File: config.mk
export PLATFORM = sky130hd
export DESIGN_NAME = snoop_bus_initiator
export DESIGN_NICKNAME = d
export VERILOG_FILES = /design/src/rtl/snoop_bus_initiator.sv
export SDC_FILE = /design/constraint.sdc
export NUM_CORES = 1
export LEC_CHECK = 0
export BUFFER_PORTS_ARGS = -buffer_cell sky130_fd_sc_hd__clkbuf_2
export CORE_MARGIN = 3
export CORE_UTILIZATION = 51
export CTS_BUF_LIST = sky130_fd_sc_hd__clkbuf_16
export CTS_CLUSTER_DIAMETER = 80
export DETAILED_ROUTE_END_ITERATION = 16
export GPL_ROUTABILITY_DRIVEN = 0
export GPL_TIMING_DRIVEN = 0
export PLACE_DENSITY = 0.87
export SLEW_MARGIN = 40
export SYNTH_ARGS = -nofsm -noshare
export SYNTH_HDL_FRONTEND = slang
export SYNTH_SLANG_ARGS = --single-unit
File: constraint.sdc
create_clock -name clk -period 3.15 [get_ports clk]
set_clock_uncertainty 0.05 [all_clocks]
set_input_delay 0.1575 -clock clk [delete_from_list [all_inputs] [get_ports clk]]
set_output_delay 0.1575 -clock clk [all_outputs]
set_load 0.03 [all_outputs]
File: src/rtl/snoop_bus_initiator.sv
// snoop_bus_initiator: MESI snoop-bus request initiator; SNOOP_INIT_FLUSH_WB_EN adds flush write-back to memory
module snoop_bus_initiator #(
    parameter int ADDR_W      = 32,
    parameter int DATA_W      = 32,
    parameter int SNOOP_WIN   = 4,
    parameter int MEM_TIMEOUT = 64
) (
    input  logic              clk,
    input  logic              rst_n,
    input  logic              Req_valid,
    output logic              Req_ready,
    input  logic [1:0]        Req_type,
    input  logic [ADDR_W-1:0] Req_addr,
    output logic              Bus_req,
    input  logic              Bus_grant,
    output logic [ADDR_W-1:0] Address_Com,
    output logic              BusRd,
    output logic              BusRdX,
    output logic              Invalidate,
    input  logic              Shared,
    input  logic              Flush_valid,
    input  logic [DATA_W-1:0] Data_Bus_Com,
    output logic              Mem_rd_req,
    output logic [ADDR_W-1:0] Mem_addr,
    input  logic              Mem_rd_valid,
    input  logic [DATA_W-1:0] Mem_rd_data,
`ifdef SNOOP_INIT_FLUSH_WB_EN
    output logic              Mem_wr_req,
    output logic [DATA_W-1:0] Mem_wr_data,
    input  logic              Mem_wr_ack,
`endif
    output logic              Done,
    output logic [DATA_W-1:0] Done_data,
    output logic              Done_shared,
    output logic              Err
);
    localparam int CNT_MAX = (SNOOP_WIN > MEM_TIMEOUT) ? SNOOP_WIN : MEM_TIMEOUT;
    localparam int CW      = $clog2(CNT_MAX + 1);

    typedef enum logic [2:0] {
        IDLE,
        ARB,
        SNOOP,
        WAIT,
        MEM,
`ifdef SNOOP_INIT_FLUSH_WB_EN
        WB,
`endif
        RESP
    } state_t;

    state_t            state, state_nxt;
    logic [1:0]        typ;
    logic [ADDR_W-1:0] addr;
    logic [DATA_W-1:0] data;
    logic              shared_f;
    logic              err_f;
    logic [CW-1:0]     cnt;
    logic              flush_hit;

    assign flush_hit = Flush_valid && (typ != 2'b10);

    // state register
    always_ff @(posedge clk or negedge rst_n) begin
        if (!rst_n) state <= IDLE;
        else state <= state_nxt;
    end

    // next-state and bus/memory/completion outputs
    always_comb begin
        state_nxt   = state;
        Req_ready   = 1'b0;
        Bus_req     = 1'b0;
        Address_Com = '0;
        BusRd       = 1'b0;
        BusRdX      = 1'b0;
        Invalidate  = 1'b0;
        Mem_rd_req  = 1'b0;
        Mem_addr    = '0;
        Done        = 1'b0;
        Done_data   = '0;
        Done_shared = 1'b0;
        Err         = 1'b0;
`ifdef SNOOP_INIT_FLUSH_WB_EN
        Mem_wr_req  = 1'b0;
        Mem_wr_data = '0;
`endif
        case (state)
            IDLE: begin
                Req_ready = 1'b1;
                if (Req_valid) state_nxt = (Req_type == 2'b11) ? RESP : ARB;
            end
            ARB: begin
                Bus_req = 1'b1;
                if (Bus_grant) state_nxt = SNOOP;
            end
            SNOOP: begin
                Bus_req     = 1'b1;
                Address_Com = addr;
                BusRd       = (typ == 2'b00);
                BusRdX      = (typ == 2'b01);
                Invalidate  = (typ == 2'b10);
                state_nxt   = WAIT;
            end
            WAIT: begin
                Bus_req = 1'b1;
`ifdef SNOOP_INIT_FLUSH_WB_EN
                if (flush_hit) state_nxt = WB;
`else
                if (flush_hit) state_nxt = RESP;
`endif
                else if (cnt == CW'(SNOOP_WIN - 1)) state_nxt = (typ == 2'b10) ? RESP : MEM;
            end
            MEM: begin
                Bus_req    = 1'b1;
                Mem_rd_req = 1'b1;
                Mem_addr   = addr;
                if (Mem_rd_valid || cnt == CW'(MEM_TIMEOUT - 1)) state_nxt = RESP;
            end
`ifdef SNOOP_INIT_FLUSH_WB_EN
            WB: begin
                Bus_req     = 1'b1;
                Mem_wr_req  = 1'b1;
                Mem_addr    = addr;
                Mem_wr_data = data;
                if (Mem_wr_ack) state_nxt = RESP;
            end
`endif
            RESP: begin
                Bus_req     = (typ != 2'b11);
                Done        = 1'b1;
                Done_data   = data;
                Done_shared = shared_f && (typ == 2'b00);
                Err         = err_f;
                state_nxt   = IDLE;
            end
            default: state_nxt = IDLE;
        endcase
    end

    // request latch, snoop/memory result capture and phase counter
    always_ff @(posedge clk or negedge rst_n) begin
        if (!rst_n) begin
            typ      <= '0;
            addr     <= '0;
            data     <= '0;
            shared_f <= 1'b0;
            err_f    <= 1'b0;
            cnt      <= '0;
        end else begin
            if (state == IDLE && Req_valid) begin
                typ      <= Req_type;
                addr     <= Req_addr;
                data     <= '0;
                shared_f <= 1'b0;
                err_f    <= (Req_type == 2'b11);
            end
            if (state == WAIT) begin
                if (Shared) shared_f <= 1'b1;
                if (flush_hit) begin
                    data <= Data_Bus_Com;
                    if (typ == 2'b00) shared_f <= 1'b1;
                end
            end
            if (state == MEM) begin
                if (Mem_rd_valid) data <= Mem_rd_data;
                else if (cnt == CW'(MEM_TIMEOUT - 1)) err_f <= 1'b1;
            end
            cnt <= (state_nxt != state) ? '0 : cnt + 1'b1;
        end
    end
endmodule
**Word-level counts from Yosys, hierarchy flattened**

Cells that the tools add are included.

- Mux-type cells: 35
- $add $sub $neg: 1
- Reductions and logical operators: 7
- Eq/ne operators: 13

Operators with widths:

| kind | number |
|---|---|
| 32-bit two-way mux | 8 |
| 1-bit two-way mux | 18 |
| 3-bit two-way mux | 6 |
| 3-bit one-hot mux with 5 select lines | 1 |
| 7-bit by 1-bit adder with 7-bit output (second input constant) | 1 |
| 7-bit by 2-bit == test with 1-bit output (second input constant) | 1 |
| 7-bit by 6-bit == test with 1-bit output (second input constant) | 1 |
| 7-bit two-way mux | 1 |
| 3-bit by 2-bit == test with 1-bit output (second input constant) | 2 |
| 3-bit == test (second input constant) | 2 |
| 2-bit == test (second input constant) | 2 |
| 2-bit != test (second input constant) | 2 |
| 4-bit OR reduction | 1 |
| 3-bit by 1-bit == test with 1-bit output (second input constant) | 1 |
| 1-bit logical AND | 3 |
| 3-bit logical NOT | 1 |
| 3-bit != test | 1 |
| 2-bit by 1-bit == test with 1-bit output (second input constant) | 1 |
| 2-bit logical NOT | 1 |
| 1-bit one-hot mux with 2 select lines | 1 |
| 1-bit logical OR | 1 |

- Flip-flop bits (word level): 78
- Logic and storage cells: 63
- Output and inout bits: 105
- Bits of input ports: 105

**Longest topological paths before layout**

Gate-level depths: netlist (run 1).

- Depth in word-level cells: 7
- Mapped depth: 6
- Mapped depth without buffers: 5

**Worst setup path after synthesis (run 1)**

No wires, ideal clock.

- Kind: reg-to-output
- Start: register state[2]
- End: output port BusRdX
- Arrival time: 1761 ps
- Cell stages (with the launch flop): 5
- Setup slack: 1181 ps
- Required time: 2942 ps
- Buffers on the path: 1
- Cells stage by stage: dfrtp_1 -> buf_2 -> nor2_1 -> nand2_1 -> nor3b_1

- Cells in the longest elaborated chain, start to end: 2

RTL lines:

| what | RTL line | RTL |
|---|---|---|
| start, declared | 52 | `state_t state, state_nxt;` |
| start signal, assigned | 66 | `else state <= state_nxt;` |
| 3-bit by 2-bit == test with 1-bit output | 88 | `case (state)` |
| 1-bit two-way mux | 88 |  |
| end, declared | 18 | `output logic BusRdX,` |

No other way between the ends.

**Final worst setup path (run 1)**

- Start: register state[2]
- End: output port Address_Com[21]

- Cells in the longest elaborated chain, start to end: 2

RTL lines:

| what | RTL line | RTL |
|---|---|---|
| 3-bit by 2-bit == test with 1-bit output | 88 |  |
| 32-bit two-way mux | 88 |  |
| end, declared | 16 | `output logic [ADDR_W-1:0] Address_Com,` |

No other way between the ends.

==> impl_metrics.json, run 1 <==
{
  "count_of_buffer_and_inverter_cells_on_the_critical_path": 3,
  "wl_um": 14000,
  "cts_setup_buffers": 0,
  "count_of_max_cap_constraint_violations": 0,
  "area.growth.synth_to_final_pct": 42.0,
  "place_ws_ns": 1.12,
  "maximum_fanout_along_the_worst_path": 10,
  "max_ir_drop_vdd_uv": 370,
  "synth_seq_area_share_pct": 44.6,
  "drive_above_1_share_pct": 32.7,
  "clkSinkCount": 78,
  "rsz0062_at_grt": "no",
  "layout.cell_area.non_filler_sq_um": 6210,
  "synth_ff_type": "sky130_fd_sc_hd__dfrtp_1",
  "synth_simple_gate_area_share_pct": 35.7,
  "regToRegEndpoint": "cnt[5]",
  "die-height_um": 98.6,
  "criticalPathCategory": "register to primary output",
  "ctsHoldBuffers": 31,
  "muxShareOfSynthArea_pct": 7.32,
  "timing.hold.ws_ns": 0.0125,
  "startpoint_type": "register",
  "clock_path_buffers": 2,
  "io_pins": 210,
  "synth_edf_count": 0,
  "hold_class": "primary input to register",
  "clkLatencyLatePin_ns": 0.33,
  "commonest_cells_post_synth": "sky130_fd_sc_hd__nand2_1, sky130_fd_sc_hd__dfrtp_1, sky130_fd_sc_hd__and3_1",
  "antenna_cells": 0,
  "critical_path_cell_by_cell": "buf_2, nor2_1, clkbuf_1, and3_1, clkbuf_2",
  "syn-num-nets": 620,
  "cts_htree_levels": 3,
  "synth_area_leader_cell": "sky130_fd_sc_hd__dfrtp_1",
  "yosys.area_share.adder_pct": 0.286,
  "slew_headroom_pct": 54.3,
  "synth-seq-cells": 78,
  "crit-reg2reg-launch": "cnt[0]",
  "synth_area_per_cell_sq_um": 8.51,
  "max_clock_freq_ghz": 0.413,
  "fin_crit_sh_pct": 77.0,
  "crit_path_max_incr_delay_ns": 0.48,
  "die_width_um": 98.6,
  "critPathSlowestCell": "sky130_fd_sc_hd__dfrtp_1",
  "synth_compound_area_share_pct": 6.69,
  "grt-ovfl-total": 0,
  "core_region_area_sq_um": 8260,
  "syn_area_sq_um": 4370,
  "cts_tree": "built",
  "antenna_left": 0,
  "cp_data_required_time_ns": 2.94,
  "post_synthesis_cell_count": 514,
  "root_buffer": "sky130_fd_sc_hd__clkbuf_16",
  "yosys.cell_count.top_type": "sky130_fd_sc_hd__nand2_1",
  "worst_setup_path_endpoint": "Address_Com[21]",
  "final-max-slew-violation-count": 0,
  "crit_cells": 5,
  "synth.area.top_cells": "sky130_fd_sc_hd__dfrtp_1, sky130_fd_sc_hd__and3_1, sky130_fd_sc_hd__nand2_1, sky130_fd_sc_hd__mux2i_1, sky130_fd_sc_hd__nor2b_1",
  "row_count": 33,
  "synth_area_in_xor_xnor_pct": 1.00,
  "place_hpwl_um": 10200,
  "timing.reg2reg.worst_path_depth": 5,
  "yosys.cell_types.count": 40,
  "placement.cell_area_sq_um": 5590,
  "fp.dieArea_sq_um": 9720,
  "clkSlewWorstSetupHoldPaths_ns": 0.06,
  "end_kind": "primary output",
  "synth-async-reset-ratio_pct": 100,
  "post-route-drc-count": 0,
  "postLayoutCoreUtil_pct": 75.2,
  "timing.critical_path.max_delay_family": "buffers and inverters",
  "final_hold_viol_count": 0,
  "initial_drt_markers": 298,
  "setup_viol": 0,
  "initial_utilization_pct": 53.0,
  "antenna_violations_before_repair": 0,
  "vias_per_cell": 5.35,
  "first_global_vias": 4810,
  "grt_pass1_wl_um": 23200,
  "r2r_setup_slack_ns": 1.12,
  "tns_ns": 0,
  "outcome": "complete, no violations",
  "io_buffers": 209,
  "nets": 872,
  "detailedRoute.firstPassIterationCount": 5,
  "worst-slew-pin-transition_ns": 0.677,
  "total_power_mw": 4.92,
  "final_critical_path_setup_slack_ns": 0.726,
  "worstSetupStartpoint": "state[2]",
  "grt_use_total_pct": 29.4,
  "fin_cells": 875,
  "cp.arrival_ns": 2.22,
  "cts-resized-gates": 0,
  "numCtsBuffers": 9,
  "synth.yosys.warnings": 0,
  "layout_min_cycle_time_ns": 2.42,
  "vias": 4683,
  "maximum_number_of_pins_on_one_net_before_global_route_repair": 53,
  "wl_per_cell_um": 16.0,
  "power_leakage_nw": 3.76,
  "power_per_cell_area_nw_per_um2": 791,
  "area_share_of_the_largest_cell_type_after_synthesis_pct": 44.6,
  "placed_cells": 829,
  "combinational_family_with_the_most_area_after_synthesis": "simple AND/OR/NAND/NOR gates"
}
[area by class of cell]
type / instances / area [sq um]
tap: 105 / 131
buffer: 39 / 175
sequential: 78 / 1950
clock inverter: 6 / 87.6
multi-input combinational: 393 / 2230
timing repair buffer: 241 / 1390
fill: 602 / 2050
inverter: 4 / 15.0
clock buffer: 9 / 225
[placed cells by master, fill, tap and decap left out, types with 2 or more instances in the layout]
cell                            count
sky130_fd_sc_hd__o2111ai_1          2
sky130_fd_sc_hd__and2_1            33
sky130_fd_sc_hd__nor2b_1           34
sky130_fd_sc_hd__mux2i_1           32
sky130_fd_sc_hd__dfrtp_1           78
sky130_fd_sc_hd__dlygate4sd3_1     31
sky130_fd_sc_hd__clkbuf_1          18
sky130_fd_sc_hd__clkbuf_2         209
sky130_fd_sc_hd__nand3_1            6
sky130_fd_sc_hd__clkbuf_16          9
sky130_fd_sc_hd__xor2_1             3
sky130_fd_sc_hd__nor3_1             2
sky130_fd_sc_hd__clkinvlp_4         2
sky130_fd_sc_hd__nor3_2             2
sky130_fd_sc_hd__nand2_1          108
sky130_fd_sc_hd__inv_1              3
sky130_fd_sc_hd__and3_1            67
sky130_fd_sc_hd__nor2_1            39
sky130_fd_sc_hd__buf_2             19
sky130_fd_sc_hd__bufinv_16          2
sky130_fd_sc_hd__o21ai_0            3
sky130_fd_sc_hd__a21oi_1           41
sky130_fd_sc_hd__xnor2_1            2
[per-layer routing]
metal / share of wire, % / GRT usage, %
met1: 38 / 34.9
met2: 51 / 50.9
met4: 2.4 / 10.3
met3: 8.9 / 8.42
met5: 0 / 0
[power breakdown]
group | leakage, nW | internal (mW) | switching (mW)
Clock | 0.145 | 0.687 | 0.391
Sequential | 1.00 | 1.40 | 0.258
Combinational | 2.62 | 0.775 | 1.40
Total | 3.76 | 2.86 | 2.05
[tightest hold or removal path, delay by kind of cell]
kind	cells	cell delay [ns]
AND/OR/NAND/NOR	2	0.11
buffers and inverters	1	0.09
[cells by family (layout without fill, tap and decap cells)]
kind of cell             Yosys count  count (layout)
AO/OA/AOI/OAI                     53              53
multiplexers                      32              32
flip-flops                        78              78
AND/OR/NAND/NOR                  302             302
adder cells (fa/ha/maj)            1               1
buffers and inverters             43             299
XOR/XNOR                           5               5
[flip-flops by register name, indices dropped and copies added (netlist names)]
| register | cells |
|---|---|
| addr | 32 |
| data | 32 |
| cnt | 7 |
| state | 3 |
| typ | 2 |
| err_f | 1 |
| shared_f | 1 |
[worst min-delay path by stage]
stage	slack, ns	depth (start not counted)	start	end
after floorplan	-0.19	0	rst_n	addr[0]
after global placement	0.30	3	Req_addr[0]	addr[0]
after detailed placement	0.01	1	rst_n	data[3]
after CTS	0.01	3	Req_addr[11]	addr[11]
after global routing	0.02	3	Req_addr[11]	addr[11]
final	0.01	3	Req_addr[11]	addr[11]
No activity file was read; power rests on OpenSTA's default activity.
==> run 2, diff against run 1 <==
--- a/config.mk
+++ b/config.mk
@@ -7,13 +7,13 @@
 export LEC_CHECK = 0
 export BUFFER_PORTS_ARGS = -buffer_cell sky130_fd_sc_hd__clkbuf_2
 export CORE_MARGIN = 3
-export CORE_UTILIZATION = 51
+export CORE_UTILIZATION = 47
 export CTS_BUF_LIST = sky130_fd_sc_hd__clkbuf_16
 export CTS_CLUSTER_DIAMETER = 80
 export DETAILED_ROUTE_END_ITERATION = 16
 export GPL_ROUTABILITY_DRIVEN = 0
 export GPL_TIMING_DRIVEN = 0
-export PLACE_DENSITY = 0.87
+export PLACE_DENSITY = 0.81
 export SLEW_MARGIN = 40
 export SYNTH_ARGS = -nofsm -noshare
 export SYNTH_HDL_FRONTEND = slang
==> constraint.sdc (replaced) <==
create_clock -name clk -period 2.43 [get_ports clk]
set_clock_uncertainty 0.05 [all_clocks]
set_input_delay 0.1215 -clock clk [delete_from_list [all_inputs] [get_ports clk]]
set_output_delay 0.1215 -clock clk [all_outputs]
set_load 0.03 [all_outputs]
==> run 2 against run 1 <==
Against the previous run:
- via count rose by 0.96%
- non-clock buffer count grew 23
- die area is 8.0% higher
- count of clock-buffer cells in the layout is the same
- utilization decreased by 2.2 points
- worst hold slack lost 0.0077 ns
- cell area is 4.5% higher
- routed wire length up 1.7%
==> impl_metrics.json, run 2 (synthesized netlist as in run 1, its figures left out) <==
{
  "worstSetupStartpoint": "state[1]",
  "total_power_mw": 6.56,
  "tns_ns": 0,
  "die-height_um": 102,
  "cp_data_required_time_ns": 2.26,
  "cts_htree_levels": 3,
  "switching_share_pct": 41.1,
  "antenna_cells": 0,
  "vias": 4728,
  "wl_um": 14300,
  "setup_viol": 0,
  "layout_common_cells": "sky130_fd_sc_hd__clkbuf_2, sky130_fd_sc_hd__nand2_1, sky130_fd_sc_hd__dfrtp_1",
  "grt_use_total_pct": 27.2,
  "drive_above_1_share_pct": 32.5,
  "regToRegEndpoint": "cnt[5]",
  "numCtsBuffers": 9,
  "maximum_number_of_pins_on_one_net_before_global_route_repair": 54,
  "core_region_area_sq_um": 8890,
  "initial_utilization_pct": 49.2,
  "outcome": "complete, no violations",
  "root_buffer": "sky130_fd_sc_hd__clkbuf_16",
  "final_hold_viol_count": 0,
  "r2r_setup_slack_ns": 0.43,
  "clock_power_share_pct": 23.6,
  "maximum_fanout_along_the_worst_path": 10,
  "clock_path_buffers": 2,
  "slew_headroom_pct": 54.9,
  "end_kind": "primary output",
  "clkSlewWorstSetupHoldPaths_ns": 0.06,
  "grt_pass1_wl_um": 22400,
  "area.growth.synth_to_final_pct": 48.4,
  "nets": 895,
  "timing.reg2reg.worst_path_depth": 5,
  "startpoint_type": "register",
  "final_common_cell": "sky130_fd_sc_hd__clkbuf_2",
  "wl_per_cell_um": 15.8,
  "comb_power_share_pct": 43.5,
  "max_clock_freq_ghz": 0.435,
  "final-max-slew-violation-count": 0,
  "cts_tree": "built",
  "io_buffers": 209,
  "clkLatencyLatePin_ns": 0.33,
  "layout_min_cycle_time_ns": 2.30,
  "detailedRoute.firstPassIterationCount": 5,
  "cts_setup_buffers": 0,
  "criticalPathCategory": "register to primary output",
  "sequential_power_share_pct": 32.9,
  "count_of_max_cap_constraint_violations": 0,
  "top_regs": "addr x32, data x32, cnt x7",
  "row_count": 34,
  "first_global_vias": 4734,
  "post-route-drc-count": 0,
  "place_hpwl_um": 10200,
  "grt-ovfl-total": 0,
  "io_pins": 210,
  "crit-reg2reg-launch": "cnt[0]",
  "antenna_violations_before_repair": 0,
  "fin_crit_sh_pct": 94.6,
  "power.internal_mw": 3.86,
  "worst-slew-pin-transition_ns": 0.667,
  "placement.cell_area_sq_um": 5590,
  "worst_setup_path_endpoint": "Address_Com[15]",
  "layout.cell_area.non_filler_sq_um": 6490,
  "power_per_cell_area_nw_per_um2": 1010,
  "antenna_left": 0,
  "hold_class": "primary input to register",
  "die_width_um": 102,
  "total_switching_power_mw": 2.69,
  "power_leakage_nw": 3.89,
  "max_ir_drop_vdd_uv": 571,
  "rsz0062_at_grt": "no",
  "initial_drt_markers": 191,
  "cp.arrival_ns": 2.13,
  "fp.dieArea_sq_um": 10500,
  "vias_per_cell": 5.24,
  "hold_depth": 3,
  "clkSinkCount": 78
}
==> run 2: cell count changes in the layout (fill, tap and decap cells not counted), moves of 2 or more <==
cell	previous run	this run
sky130_fd_sc_hd__dlygate4sd3_1	31	54
sky130_fd_sc_hd__clkbuf_1	18	15
sky130_fd_sc_hd__clkbuf_2	209	212
sky130_fd_sc_hd__inv_6	0	2
==> run 2: per-stage QoR <==
stage | hold WS (ns) | worst slack (ns) | util (%) | instances
floorplan | -0.224 | 0.497 | - | 514
global placement | 0.264 | 0.358 | 62.5 | 831
detailed placement | -0.0252 | 0.389 | 62.9 | 832
CTS | 0.000144 | 0.0297 | 72.9 | 902
global route | 0.00500 | 0.0195 | 73.0 | 902
finish | 0.00485 | 0.132 | 73.0 | 902
==> run 2: layout make-up <==
| cell class | instances | area (sq um) |
|---|---|---|
| Clock inverter | 7 | 120 |
| Fill cell | 680 | 2400 |
| Timing Repair Buffer | 264 | 1620 |
| Multi-Input combinational cell | 393 | 2240 |
| Buffer | 39 | 179 |
| Inverter | 4 | 15.0 |
| Tap cell | 108 | 135 |
| Clock buffer | 9 | 225 |
| Sequential cell | 78 | 1950 |
==> run 2: how the worst min path moves through the flow <==
stage | slack [ns] | end | from
after floorplan | -0.22 | addr[0] | rst_n
after global placement | 0.26 | addr[21] | Req_addr[21]
after detailed placement | -0.03 | data[28] | rst_n
after CTS | 0.0001 | data[15] | Mem_rd_data[15]
after global routing | 0.005 | data[4] | Mem_rd_data[4]
final | 0.005 | data[4] | Mem_rd_data[4]
==> run 2: per-layer routing <==
metal	track usage (%)	wire (um)	part of all wire, %	vias to the layer above
met5	0	0	0	-
met4	9.99	319	2.2	0
met3	7.71	1330	9.3	30
met2	48.3	7220	51	252
met1	31.1	5400	38	2189
li1	-	-	-	2257
==> run 2: repair_timing <==
item	4_1_cts	5_1_grt
gates resized for setup	0	8
hold endpoints to repair	131	0
hold buffers	54	0
setup endpoints to repair	0	46
==> run 2: worst max-delay path, cell delays in order (launching register included) <==
cell and delay [ns]:
sky130_fd_sc_hd__dfrtp_1 0.52, sky130_fd_sc_hd__buf_2 0.28, sky130_fd_sc_hd__buf_2 0.25, sky130_fd_sc_hd__clkbuf_1 0.29, sky130_fd_sc_hd__and3_1 0.24, sky130_fd_sc_hd__clkbuf_2 0.21
==> run 2: power by group through the flow <==
stage	combinational [mW]	sequential, mW	clock, mW
CTS	2.81	2.14	1.57
floorplan	2.00	2.04	0
global route	3.14	2.23	1.63
global placement	2.63	2.12	0
detailed placement	2.73	2.15	0
finish	2.85	2.16	1.54
